File: src/rtl/uart_host_ctrl_if.sv
// uart_host_ctrl_if: signal bundle between uart_host_ctrl and its neighbours.
// It carries the upstream TX byte stream, the downstream RX byte stream, and
// the UART register bus (cs/nrw/addr/datin/datout) plus the UART interrupt.
//
// Handshake rule for both byte streams: a transfer happens in a cycle where
// valid and ready are both 1 at the rising clock edge. The producer holds
// its data and valid stable from the cycle valid rises until that transfer
// cycle, and it never withdraws valid before the transfer. The consumer
// may raise or lower ready at any time.
interface uart_host_ctrl_if;
    // upstream byte stream (to be transmitted)
    logic [7:0] tx_data;
    logic       tx_valid;
    logic       tx_ready;
    // downstream byte stream (received)
    logic [7:0] rx_data;
    logic       rx_valid;
    logic       rx_ready;
    // UART register bus
    logic       cs;
    logic       nrw;
    logic [2:0] addr;
    logic [7:0] datin;
    logic [7:0] datout;
    logic       uart_int;

    // controller side
    modport master (
        input  tx_data, tx_valid, rx_ready, datout, uart_int,
        output tx_ready, rx_data, rx_valid, cs, nrw, addr, datin
    );

    // environment side: byte producers/consumers and the UART itself
    modport slave (
        output tx_data, tx_valid, rx_ready, datout, uart_int,
        input  tx_ready, rx_data, rx_valid, cs, nrw, addr, datin
    );
endinterface

File: src/rtl/uart_host_ctrl.sv
// uart_host_ctrl: synthesizable bus initiator for the UART register block.
// After reset it writes CTRL_INIT to the control register, then polls the
// status register. A set rx_full (with no byte waiting downstream) leads to
// an RX-data read that is offered on rx_data/rx_valid; a set tx_empty with a
// pending upstream byte leads to a TX-data write that accepts the byte.
//
// Build option: define UART_HOST_IRQ_EN to replace the periodic status poll
// with polling on the UART interrupt (uart_int). Without it, uart_int is
// ignored and the status register is polled every POLL_INTERVAL idle cycles.
//
// The FSM state is visible on dbg_state (encoding of state_t below).
module uart_host_ctrl #(
    parameter logic [7:0] CTRL_INIT     = 8'h03,
    parameter int         POLL_INTERVAL = 16
) (
    input  logic             clk,
    input  logic             rst,
    uart_host_ctrl_if.master bus,
    output logic [2:0]       dbg_state
);

    localparam logic [2:0] ADDR_DATA = 3'd0;
    localparam logic [2:0] ADDR_STAT = 3'd1;
    localparam logic [2:0] ADDR_CTRL = 3'd2;

    typedef enum logic [2:0] {
        S_INIT     = 3'd0,
        S_IDLE     = 3'd1,
        S_STAT_RD  = 3'd2,
        S_STAT_CAP = 3'd3,
        S_RX_RD    = 3'd4,
        S_RX_CAP   = 3'd5,
        S_TX_WR    = 3'd6
    } state_t;

    state_t     state;
    state_t     state_nx;

    // Last known tx_empty; lets a waiting byte trigger a poll straight away.
    logic       tx_empty_q;
    logic [7:0] rx_data_q;
    logic       rx_valid_q;

    // Combinational bus drive, gated to zero while reset is high.
    logic       cs_c;
    logic       nrw_c;
    logic [2:0] addr_c;
    logic [7:0] datin_c;
    logic       tx_ready_c;

    // Status fields as seen on datout during the capture cycle.
    logic       stat_rx_full;
    logic       stat_tx_empty;
    logic       poll_due;

    assign stat_rx_full  = bus.datout[0];
    assign stat_tx_empty = bus.datout[1];

`ifdef UART_HOST_IRQ_EN
    // Interrupt-driven: the UART tells us when the status is worth reading.
    assign poll_due = bus.uart_int;
`else
    localparam logic [15:0] POLL_LAST = 16'(POLL_INTERVAL - 1);

    logic [15:0] poll_cnt;
    logic        unused_irq;

    assign unused_irq = bus.uart_int;
    assign poll_due   = (poll_cnt == POLL_LAST);

    // Idle-cycle counter: restarts on every status capture, saturates at the last count.
    always_ff @(posedge clk) begin
        if (rst) begin
            poll_cnt <= 16'd0;
        end else if (state == S_STAT_CAP) begin
            poll_cnt <= 16'd0;
        end else if (state == S_IDLE && poll_cnt != POLL_LAST) begin
            poll_cnt <= poll_cnt + 16'd1;
        end
    end
`endif

    // FSM state register.
    always_ff @(posedge clk) begin
        if (rst) begin
            state <= S_INIT;
        end else begin
            state <= state_nx;
        end
    end

    // Next-state logic; RX service takes priority over TX at each status capture.
    always_comb begin
        state_nx = state;
        case (state)
            S_INIT: begin
                state_nx = S_IDLE;
            end
            S_IDLE: begin
                if (poll_due || (bus.tx_valid && tx_empty_q)) begin
                    state_nx = S_STAT_RD;
                end
            end
            S_STAT_RD: begin
                state_nx = S_STAT_CAP;
            end
            S_STAT_CAP: begin
                if (stat_rx_full && !rx_valid_q) begin
                    state_nx = S_RX_RD;
                end else if (stat_tx_empty && bus.tx_valid) begin
                    state_nx = S_TX_WR;
                end else begin
                    state_nx = S_IDLE;
                end
            end
            S_RX_RD: begin
                state_nx = S_RX_CAP;
            end
            S_RX_CAP: begin
                state_nx = S_IDLE;
            end
            S_TX_WR: begin
                state_nx = S_IDLE;
            end
            default: begin
                state_nx = S_INIT;
            end
        endcase
    end

    // Bus strobe decode: one cs cycle per access state, everything zero otherwise.
    always_comb begin
        cs_c       = 1'b0;
        nrw_c      = 1'b0;
        addr_c     = 3'd0;
        datin_c    = 8'd0;
        tx_ready_c = 1'b0;
        if (!rst) begin
            case (state)
                S_INIT: begin
                    cs_c    = 1'b1;
                    nrw_c   = 1'b1;
                    addr_c  = ADDR_CTRL;
                    datin_c = CTRL_INIT;
                end
                S_STAT_RD: begin
                    cs_c   = 1'b1;
                    addr_c = ADDR_STAT;
                end
                S_RX_RD: begin
                    cs_c   = 1'b1;
                    addr_c = ADDR_DATA;
                end
                S_TX_WR: begin
                    cs_c       = 1'b1;
                    nrw_c      = 1'b1;
                    addr_c     = ADDR_DATA;
                    datin_c    = bus.tx_data;
                    tx_ready_c = 1'b1;
                end
                default: begin
                    cs_c = 1'b0;
                end
            endcase
        end
    end

    // tx_empty cache: refreshed at status capture, cleared once we hand a byte to the UART.
    always_ff @(posedge clk) begin
        if (rst) begin
            tx_empty_q <= 1'b1;
        end else if (state == S_STAT_CAP) begin
            tx_empty_q <= stat_tx_empty;
        end else if (state == S_TX_WR) begin
            tx_empty_q <= 1'b0;
        end
    end

    // Downstream RX holding register: loaded from the RX read, released on handshake.
    always_ff @(posedge clk) begin
        if (rst) begin
            rx_data_q  <= 8'd0;
            rx_valid_q <= 1'b0;
        end else if (state == S_RX_CAP) begin
            rx_data_q  <= bus.datout;
            rx_valid_q <= 1'b1;
        end else if (rx_valid_q && bus.rx_ready) begin
            rx_valid_q <= 1'b0;
        end
    end

    assign bus.cs       = cs_c;
    assign bus.nrw      = nrw_c;
    assign bus.addr     = addr_c;
    assign bus.datin    = datin_c;
    assign bus.tx_ready = tx_ready_c;
    assign bus.rx_data  = rx_data_q;
    assign bus.rx_valid = rx_valid_q;
    assign dbg_state    = state;

endmodule

File: src/flat_wrapper.sv
// flat-port wrapper written by rule: the top's interface ports become plain ports
module uart_host_ctrl_flat 
#(
    parameter logic [7:0] CTRL_INIT     = 8'h03,
    parameter int         POLL_INTERVAL = 16
)
  (clk, rst, dbg_state, bus_tx_data, bus_tx_valid, bus_rx_ready, bus_datout, bus_uart_int, bus_tx_ready, bus_rx_data, bus_rx_valid, bus_cs, bus_nrw, bus_addr, bus_datin);
  uart_host_ctrl_if bus_i ();
  input  logic clk;
  input  logic rst;
  output logic [2:0] dbg_state;
  input wire logic [$bits(bus_i.tx_data)-1:0] bus_tx_data;
  input wire logic [$bits(bus_i.tx_valid)-1:0] bus_tx_valid;
  input wire logic [$bits(bus_i.rx_ready)-1:0] bus_rx_ready;
  input wire logic [$bits(bus_i.datout)-1:0] bus_datout;
  input wire logic [$bits(bus_i.uart_int)-1:0] bus_uart_int;
  output wire logic [$bits(bus_i.tx_ready)-1:0] bus_tx_ready;
  output wire logic [$bits(bus_i.rx_data)-1:0] bus_rx_data;
  output wire logic [$bits(bus_i.rx_valid)-1:0] bus_rx_valid;
  output wire logic [$bits(bus_i.cs)-1:0] bus_cs;
  output wire logic [$bits(bus_i.nrw)-1:0] bus_nrw;
  output wire logic [$bits(bus_i.addr)-1:0] bus_addr;
  output wire logic [$bits(bus_i.datin)-1:0] bus_datin;
  assign bus_i.tx_data = bus_tx_data;
  assign bus_i.tx_valid = bus_tx_valid;
  assign bus_i.rx_ready = bus_rx_ready;
  assign bus_i.datout = bus_datout;
  assign bus_i.uart_int = bus_uart_int;
  assign bus_tx_ready = bus_i.tx_ready;
  assign bus_rx_data = bus_i.rx_data;
  assign bus_rx_valid = bus_i.rx_valid;
  assign bus_cs = bus_i.cs;
  assign bus_nrw = bus_i.nrw;
  assign bus_addr = bus_i.addr;
  assign bus_datin = bus_i.datin;
  uart_host_ctrl #(.CTRL_INIT(CTRL_INIT), .POLL_INTERVAL(POLL_INTERVAL)) u_core (.clk(clk), .rst(rst), .bus(bus_i), .dbg_state(dbg_state));
endmodule
File: config.mk
export PLATFORM = sky130hd
export DESIGN_NAME = uart_host_ctrl_flat
export DESIGN_NICKNAME = d
export VERILOG_FILES = /design/src/rtl/uart_host_ctrl_if.sv /design/src/rtl/uart_host_ctrl.sv /design/src/flat_wrapper.sv
export SDC_FILE = /design/constraint.sdc
export NUM_CORES = 1
export LEC_CHECK = 0
export CAP_MARGIN = 25
export CORE_ASPECT_RATIO = 1.75
export CORE_MARGIN = 2
export CORE_UTILIZATION = 38
export DETAILED_ROUTE_END_ITERATION = 6
export PLACE_DENSITY_LB_ADDON = 0.12
export SLEW_MARGIN = 30
export SYNTH_ARGS = -nofsm -noshare
export SYNTH_HDL_FRONTEND = slang
export SYNTH_SLANG_ARGS = --single-unit
File: constraint.sdc
create_clock -name clk -period 6.1 [get_ports clk]
set_input_delay 1.22 -clock clk [delete_from_list [all_inputs] [get_ports clk]]
set_output_delay 1.22 -clock clk [all_outputs]
set_load 0.01 [all_outputs]
* Yosys cells after proc, flatten, opt, wreduce, memory -nomap -nowiden
Cells that the tools add are included.
** Storage, ports and cells
- Bits in registers :: 29
- Input port bits :: 21
- Output and inout bits :: 26
** Cells by class
- Add/subtract/negate cells :: 1
- Equal/unequal tests :: 9
- Mux-type cells :: 18
- Reductions and logical operators :: 14
** Operators with widths (number)
- 16-bit by 1-bit adder with 16-bit output (second input constant) :: 1
- 16-bit by 4-bit == test with 1-bit output (second input constant) :: 1
- 16-bit by 4-bit inequality test with 1-bit output (second input constant) :: 1
- 8-bit case mux with 2 select lines :: 1
- 3-bit case mux with 5 select lines :: 1
- 3-bit two-way mux :: 4
- 1-bit two-way mux :: 10
- 3-bit == test (second input constant) :: 3
- 8-bit two-way mux :: 1
- 3-bit by 2-bit == test with 1-bit output (second input constant) :: 2
- 1-bit logical AND :: 5
- 2-bit case mux with 2 select lines :: 1
- 2-bit nonzero test :: 2
- 2-bit OR reduction :: 2
- 4-bit OR reduction :: 1
- 3-bit by 1-bit == test with 1-bit output (second input constant) :: 1
- 3-bit zero test :: 1
- 3-bit OR reduction :: 1
- 2-bit inequality test (second input constant) :: 1
- 1-bit zero test :: 1
- 1-bit logical OR :: 1

* Logic depth before layout (Yosys ltp)
Gate-level depths: netlist of the first run.
- Depth in word-level cells :: 4
- Gate-level depth with buffers :: 6
- Gate-level depth less buffers :: 5

* Least setup slack after synthesis of the first run
No wires, ideal clock.
- Path kind :: input to output
- From :: input port rst
- To :: output port bus_nrw
- Data arrival time :: 2.280 ns
- Data required time :: 4.880 ns
- Path slack :: 2.600 ns
- Stages :: 5
- Cell sequence :: clkbuf_1 > nor2_1 > and3_1 > clkbuf_1 > or2_2
** Between the ends
- Cells in the longest elaborated chain, start to end :: 1
** RTL lines
- start: declaration :: RTL line flat_wrapper.sv:10 : input logic rst;
- 1-bit two-way mux :: RTL line uart_host_ctrl.sv:138 : if (!rst) begin
- end: declaration :: RTL line flat_wrapper.sv:21 : output wire logic [$bits(bus_i.nrw)-1:0] bus_nrw;
Every way passes these cells.

* Worst setup path after layout of the first run
Same ends and word-level chain as after synthesis.

==> results of run 1 <==
==> worst max-delay path, delay by kind of cell <==
family	cells	cell delay [ps]
and+or+nand+nor	3	700
buffers and inverters	2	1330
==> area by class of cell <==
class | count | area share (%)
repair buffers | 44 | 22.0
well taps | 46 | 2.87
flip-flops and latches | 29 | 29.0
clock buffers | 5 | 3.43
inverters | 4 | 0.749
multi-input cells | 129 | 39.7
clock inverters | 3 | 2.31
==> cells by family (layout without fill, tap and decap cells) <==
family                     Yosys count  after routing  share of synthesized area [%]
buffers and inverters               16             56                           4.60
xor gates and xnor gates             5              5                           3.04
and+or+nand+nor                     85             85                           33.2
adders and majority gates            1              1                          0.867
AOI/OAI and AO/OA                   29             29                           12.2
other                                1              1                          0.260
DFF                                 29             29                           40.2
muxes                                8              8                           5.55
==> flip-flops by register name, summed over array words and instances, names as in the netlist <==
register	cells
u_core.tx_empty_q	1
u_core.poll_cnt	16
u_core.bus.rx_data	8
u_core.bus.rx_valid	1
u_core.dbg_state	3
==> how the worst max path moves through the flow <==
stage,depth (start not counted),to
3_5_place_dp,5,bus_nrw
4_1_cts,5,bus_nrw
6_report,5,bus_nrw
2_1_floorplan,5,bus_nrw
3_3_place_gp,5,bus_nrw
5_1_grt,4,bus_nrw
==> metrics by stage <==
step	setup WS, ps	cell area, µm²	cells	hold slack (ps)
after global placement	1620	1890	252	462
after global routing	1450	2000	260	522
after floorplan	2600	1440	174	452
after CTS	1610	2000	260	499
final	1630	2000	260	494
after detailed placement	1610	1890	252	487
==> synth_stat cells, drive strengths merged, types with 4 or more instances <==
cell | count | share of area, %
xnor2 | 4 | 2.4
nand3 | 6 | 2.1
mux2i | 8 | 5.6
and2 | 6 | 2.6
clkbuf | 10 | 2.7
or3 | 5 | 2.2
inv | 4 | 1.0
nand2 | 13 | 3.4
nor3 | 4 | 1.4
dfxtp | 29 | 40
or2 | 4 | 1.7
o21ai | 7 | 2.4
nor2 | 18 | 4.7
a21oi | 10 | 3.5
or4 | 6 | 3.4
==> layout by cell type, fill, tap and decap left out, types with 2 or more instances in the layout <==
| cell | n |
|---|---|
| o21ai_0 | 6 |
| inv_1 | 4 |
| a21oi_1 | 10 |
| nor2_1 | 18 |
| clkbuf_8 | 5 |
| nor4_1 | 3 |
| dfxtp_1 | 29 |
| a21o_1 | 2 |
| or2_2 | 2 |
| and2_1 | 6 |
| nand4_1 | 3 |
| nand2b_1 | 3 |
| nand2_1 | 13 |
| o31ai_1 | 3 |
| nand3b_1 | 2 |
| mux2i_1 | 8 |
| nor3b_1 | 2 |
| or3_1 | 5 |
| nor3_1 | 4 |
| nand3_1 | 6 |
| nor4b_1 | 2 |
| xnor2_1 | 4 |
| clkdlybuf4s50_1 | 44 |
| or4_1 | 5 |
| and4_1 | 2 |
| o211ai_1 | 3 |
==> layer usage <==
metal	vias to the layer above	global-route usage, %	share of wire (%)
li1	694	-	-
met1	628	17.7	37
met2	36	34.6	56
met3	8	5.40	4.2
met4	0	10.6	2.5
met5	-	0	0
==> power by group <==
part,switching [mW],internal [mW]
sequential,0.00752,0.193
combinational,0.0231,0.0309
clock,0.0787,0.122
==> out/results.tsv, run 1 <==
metric	value	unit
Die Ht	85.5	µm
ant diodes	0	
Reg clk slew, reported paths	70	ps
minimum period implied by the final worst setup slack	4470	ps
worst stage delay on the critical path	850	ps
htree depth	2	
Routed WL	3.55	mm
IO Port Bufs	44	
top_reg_cell synth	dfxtp_1	
largest net degree at the start of global routing	19	
total congestion overflow	0	
Sequential Area	581	µm²
worst path required time	4880	ps
worst IR drop on VDD	0.000254	V
RePlAce Congestion	0.773	
hold path startpoint	u_core.poll_cnt[1]	
critical path class	input port to primary output	
vias per inst	5.25	
FF-to-FF End	u_core.poll_cnt[14]	
Max Transition Viols Final	0	
Leak	0.751	nW
Top cell by count, worst path	clkdlybuf4s50_1	
Post-DP HPWL	2.70	mm
via count	1366	
Seq cells post-synth	29	
Total Power	0.456	mW
MaxCap Viol Count	0	
Hold Crit Class	register to register	
Reg-to-Reg Start	u_core.dbg_state[0]	
Slew @ Worst Pin	815	ps
RSZ-0062 raised after global routing	false	
Starting Density	39.8	%
Data arrival, critical path	3250	ps
status	finished clean	
DR WL/cell	13.6	µm
die area	0.00432	mm²
TNS Setup	0	ps
fin crit share	73.3	%
register area share after synthesis	40.2	%
cell row count	29	
YS warnings	0	
clk_skew	7.19	ps
io pins	47	
multi-input logic area	796	µm²
TritonRoute pass-1 iters	4	
count of final hold-check violations	0	
post-CTS setup buffers	0	
Core Region	0.00363	mm²
Post-CTS Hold Buffers	0	
Root Buffer Master	clkbuf_8	
layout cells sized above 1	5.14	%
hold-critical path depth	2	
initial antenna violation count	0	
fin nets	235	
r2r setup slk	3800	ps
Post-synth EDFFs	0	
Post-synth ARST share	0	%
average cell area after synthesis	8.29	µm²
Final setup viols	0	
Max FO, Critical Path	18	
Slew HR	45.7	%
fmax	0.224	GHz
first-pass GRT wire length	6.16	mm
Syn Inst Count	174	
Worst Hold Path EP	u_core.poll_cnt[1]	
Worst Reg-to-Reg Cells	4	
Filler Cells Inserted	341	
crit path launch	rst	
# DRC	0	
cts bufs inserted	5	
Die X	50.6	µm
post-route ant nets	0	
CTS resizes	0	
area delta synth->final	38.9	%
crit path cell chain	clkdlybuf4s50_1 > nor2_1 > and3_1 > or2_2 > clkdlybuf4s50_1	
Synth Cell Area	0.00144	mm²
final core occ	55.2	%
clock latency on the worst-skew pair	290	ps
vias in the first global route	1388	
CTS tree	yes	
Critical Path Sink Type	primary output	
Max clock buf depth	2	
type of element launching the critical path	input port	
post-synth cell types	45	
DR iter-0 viols	15	
CTS sink cnt	29	
net count after synthesis	196	
Critical-path top delay cell	clkdlybuf4s50_1	
Total Routing Usage GR	18.7	%
PD cells	227	mW/mm²
Power figures use the tool's default switching activity.
==> inputs of run 2 (changes only) <==
==> constraint.sdc (replaced) <==
create_clock -name clk -period 3.7 [get_ports clk]
set_input_delay 0.74 -clock clk [delete_from_list [all_inputs] [get_ports clk]]
set_output_delay 0.74 -clock clk [all_outputs]
set_load 0.01 [all_outputs]
==> out/results.tsv, run 2 (synthesized netlist as in run 1, its figures left out) <==
metric	value	unit	change
status	finished clean		
Max FO, Critical Path	17		-1
Root Buffer Master	clkbuf_8		
Routed WL	3.57	mm	+0.56%
type of element launching the critical path	input port		
count of final hold-check violations	0		unchanged
die area	0.00432	mm²	unchanged
Starting Density	39.8	%	unchanged
TNS Setup	0	ps	unchanged
Die X	50.6	µm	unchanged
CTS sink cnt	29		unchanged
DR iter-0 viols	18		+3
Post-CTS Hold Buffers	0		unchanged
worst path required time	2960	ps	-1920 ps
CTS resizes	0		unchanged
Max clock buf depth	2		unchanged
Core Region	0.00363	mm²	unchanged
Slew @ Worst Pin	799	ps	-16.3 ps
fin crit share	88.5	%	
vias per inst	5.29		+0.71%
fmax	0.305	GHz	
IO Port Bufs	44		unchanged
clk_skew	12.6	ps	+5.37 ps
Critical Path Sink Type	primary output		
largest net degree at the start of global routing	18		-1
Final setup viols	0		unchanged
Worst Slack Setup Final	425	ps	-1210 ps
clock latency on the worst-skew pair	290	ps	about the same
flip-flop count of the largest register after layout	16		unchanged
# DRC	0		unchanged
Total Routing Usage GR	18.3	%	-0.41 points
most common cell after layout, fill and taps aside	clkdlybuf4s50_1		
Slew HR	46.7	%	+1.1 points
layout cells sized above 1	5.12	%	-0.024 points
minimum period implied by the final worst setup slack	3280	ps	
post-route ant nets	0		unchanged
PD cells	380	mW/mm²	+67%
via count	1381		+1.1%
hold slack	491	ps	-2.71 ps
Hold Crit Class	register to register		
MaxCap Viol Count	0		unchanged
cts bufs inserted	5		unchanged
worst IR drop on VDD	0.000298	V	+17%
area delta synth->final	39.5	%	
Total Power	0.764	mW	+68%
fin nets	236		+0.43%
cell row count	29		unchanged
Post-DP HPWL	2.66	mm	-1.6%
critical path class	input port to primary output		
RePlAce Congestion	0.741		-4.2%
most flop-heavy register	u_core.poll_cnt		
most frequent cells in the layout	clkdlybuf4s50_1 (44), dfxtp_1 (29), nor2_1 (18), nand2_1 (13), a21oi_1 (10)		
Setup WS pre-CTS	426	ps	-1190 ps
Leak	0.760	nW	+1.2%
total congestion overflow	0		unchanged
DR WL/cell	13.7	µm	+0.18%
RSZ-0062 raised after global routing	false		
post-CTS setup buffers	0		unchanged
io pins	47		unchanged
ant diodes	0		unchanged
Die Ht	85.5	µm	unchanged
TritonRoute pass-1 iters	4		unchanged
Data arrival, critical path	2540	ps	-710 ps
initial antenna violation count	0		unchanged
htree depth	2		unchanged
first-pass GRT wire length	6.11	mm	-0.78%
Max Transition Viols Final	0		unchanged
vias in the first global route	1390		+0.14%
CTS tree	yes		
Reg clk slew, reported paths	70	ps	about the same
==> run 2: final timing paths <==
| path | start | end | slack, ps | depth (start not counted) |
|---|---|---|---|---|
| worst min register to register | u_core.poll_cnt[15] | u_core.poll_cnt[15] | 490 | 2 |
| worst max-delay path | rst | bus_nrw | 420 | 5 |
| worst max register to register | u_core.dbg_state[0] | u_core.poll_cnt[12] | 1370 | 4 |
| worst min-delay path | u_core.poll_cnt[15] | u_core.poll_cnt[15] | 490 | 2 |
==> run 2: layer usage <==
metal / global-route usage (%) / up-vias / share of wire (%)
met5: 0 / - / 0
met4: 7.62 / 0 / 2.0
met3: 5.05 / 8 / 4.3
met2: 33.4 / 30 / 55
met1: 19.1 / 651 / 38
li1: - / 692 / -
==> run 2: critical path, stage by stage <==
cell and delay, ps:
clkdlybuf4s50_1 430, buf_4 210, nor4_1 430, or2_2 200, clkdlybuf4s50_1 530
==> run 2: power by group <==
group          internal [mW]  switching, mW  total, mW
registers              0.319         0.0128      0.332
logic                 0.0517         0.0382     0.0899
clock network          0.219          0.123      0.343
==> run 2: metrics by stage <==
step                      instance area (µm²)  utilization (%)  cells
after CTS                                2010             55.5    261
after global routing                     2010             55.5    261
after detailed placement                 1900             52.3    253
after global placement                   1900             52.3    253
after floorplan                          1440                -    174
final                                    2010             55.5    261
==> run 2: final cells by class <==
cell class,count,area (µm²)
clock buffers,7,86.3
clock inverters,1,30.0
fillers,366,1620
inverters,4,15.0
multi-input cells,129,796
flip-flops and latches,29,581
well taps,46,57.6
repair buffers,45,448
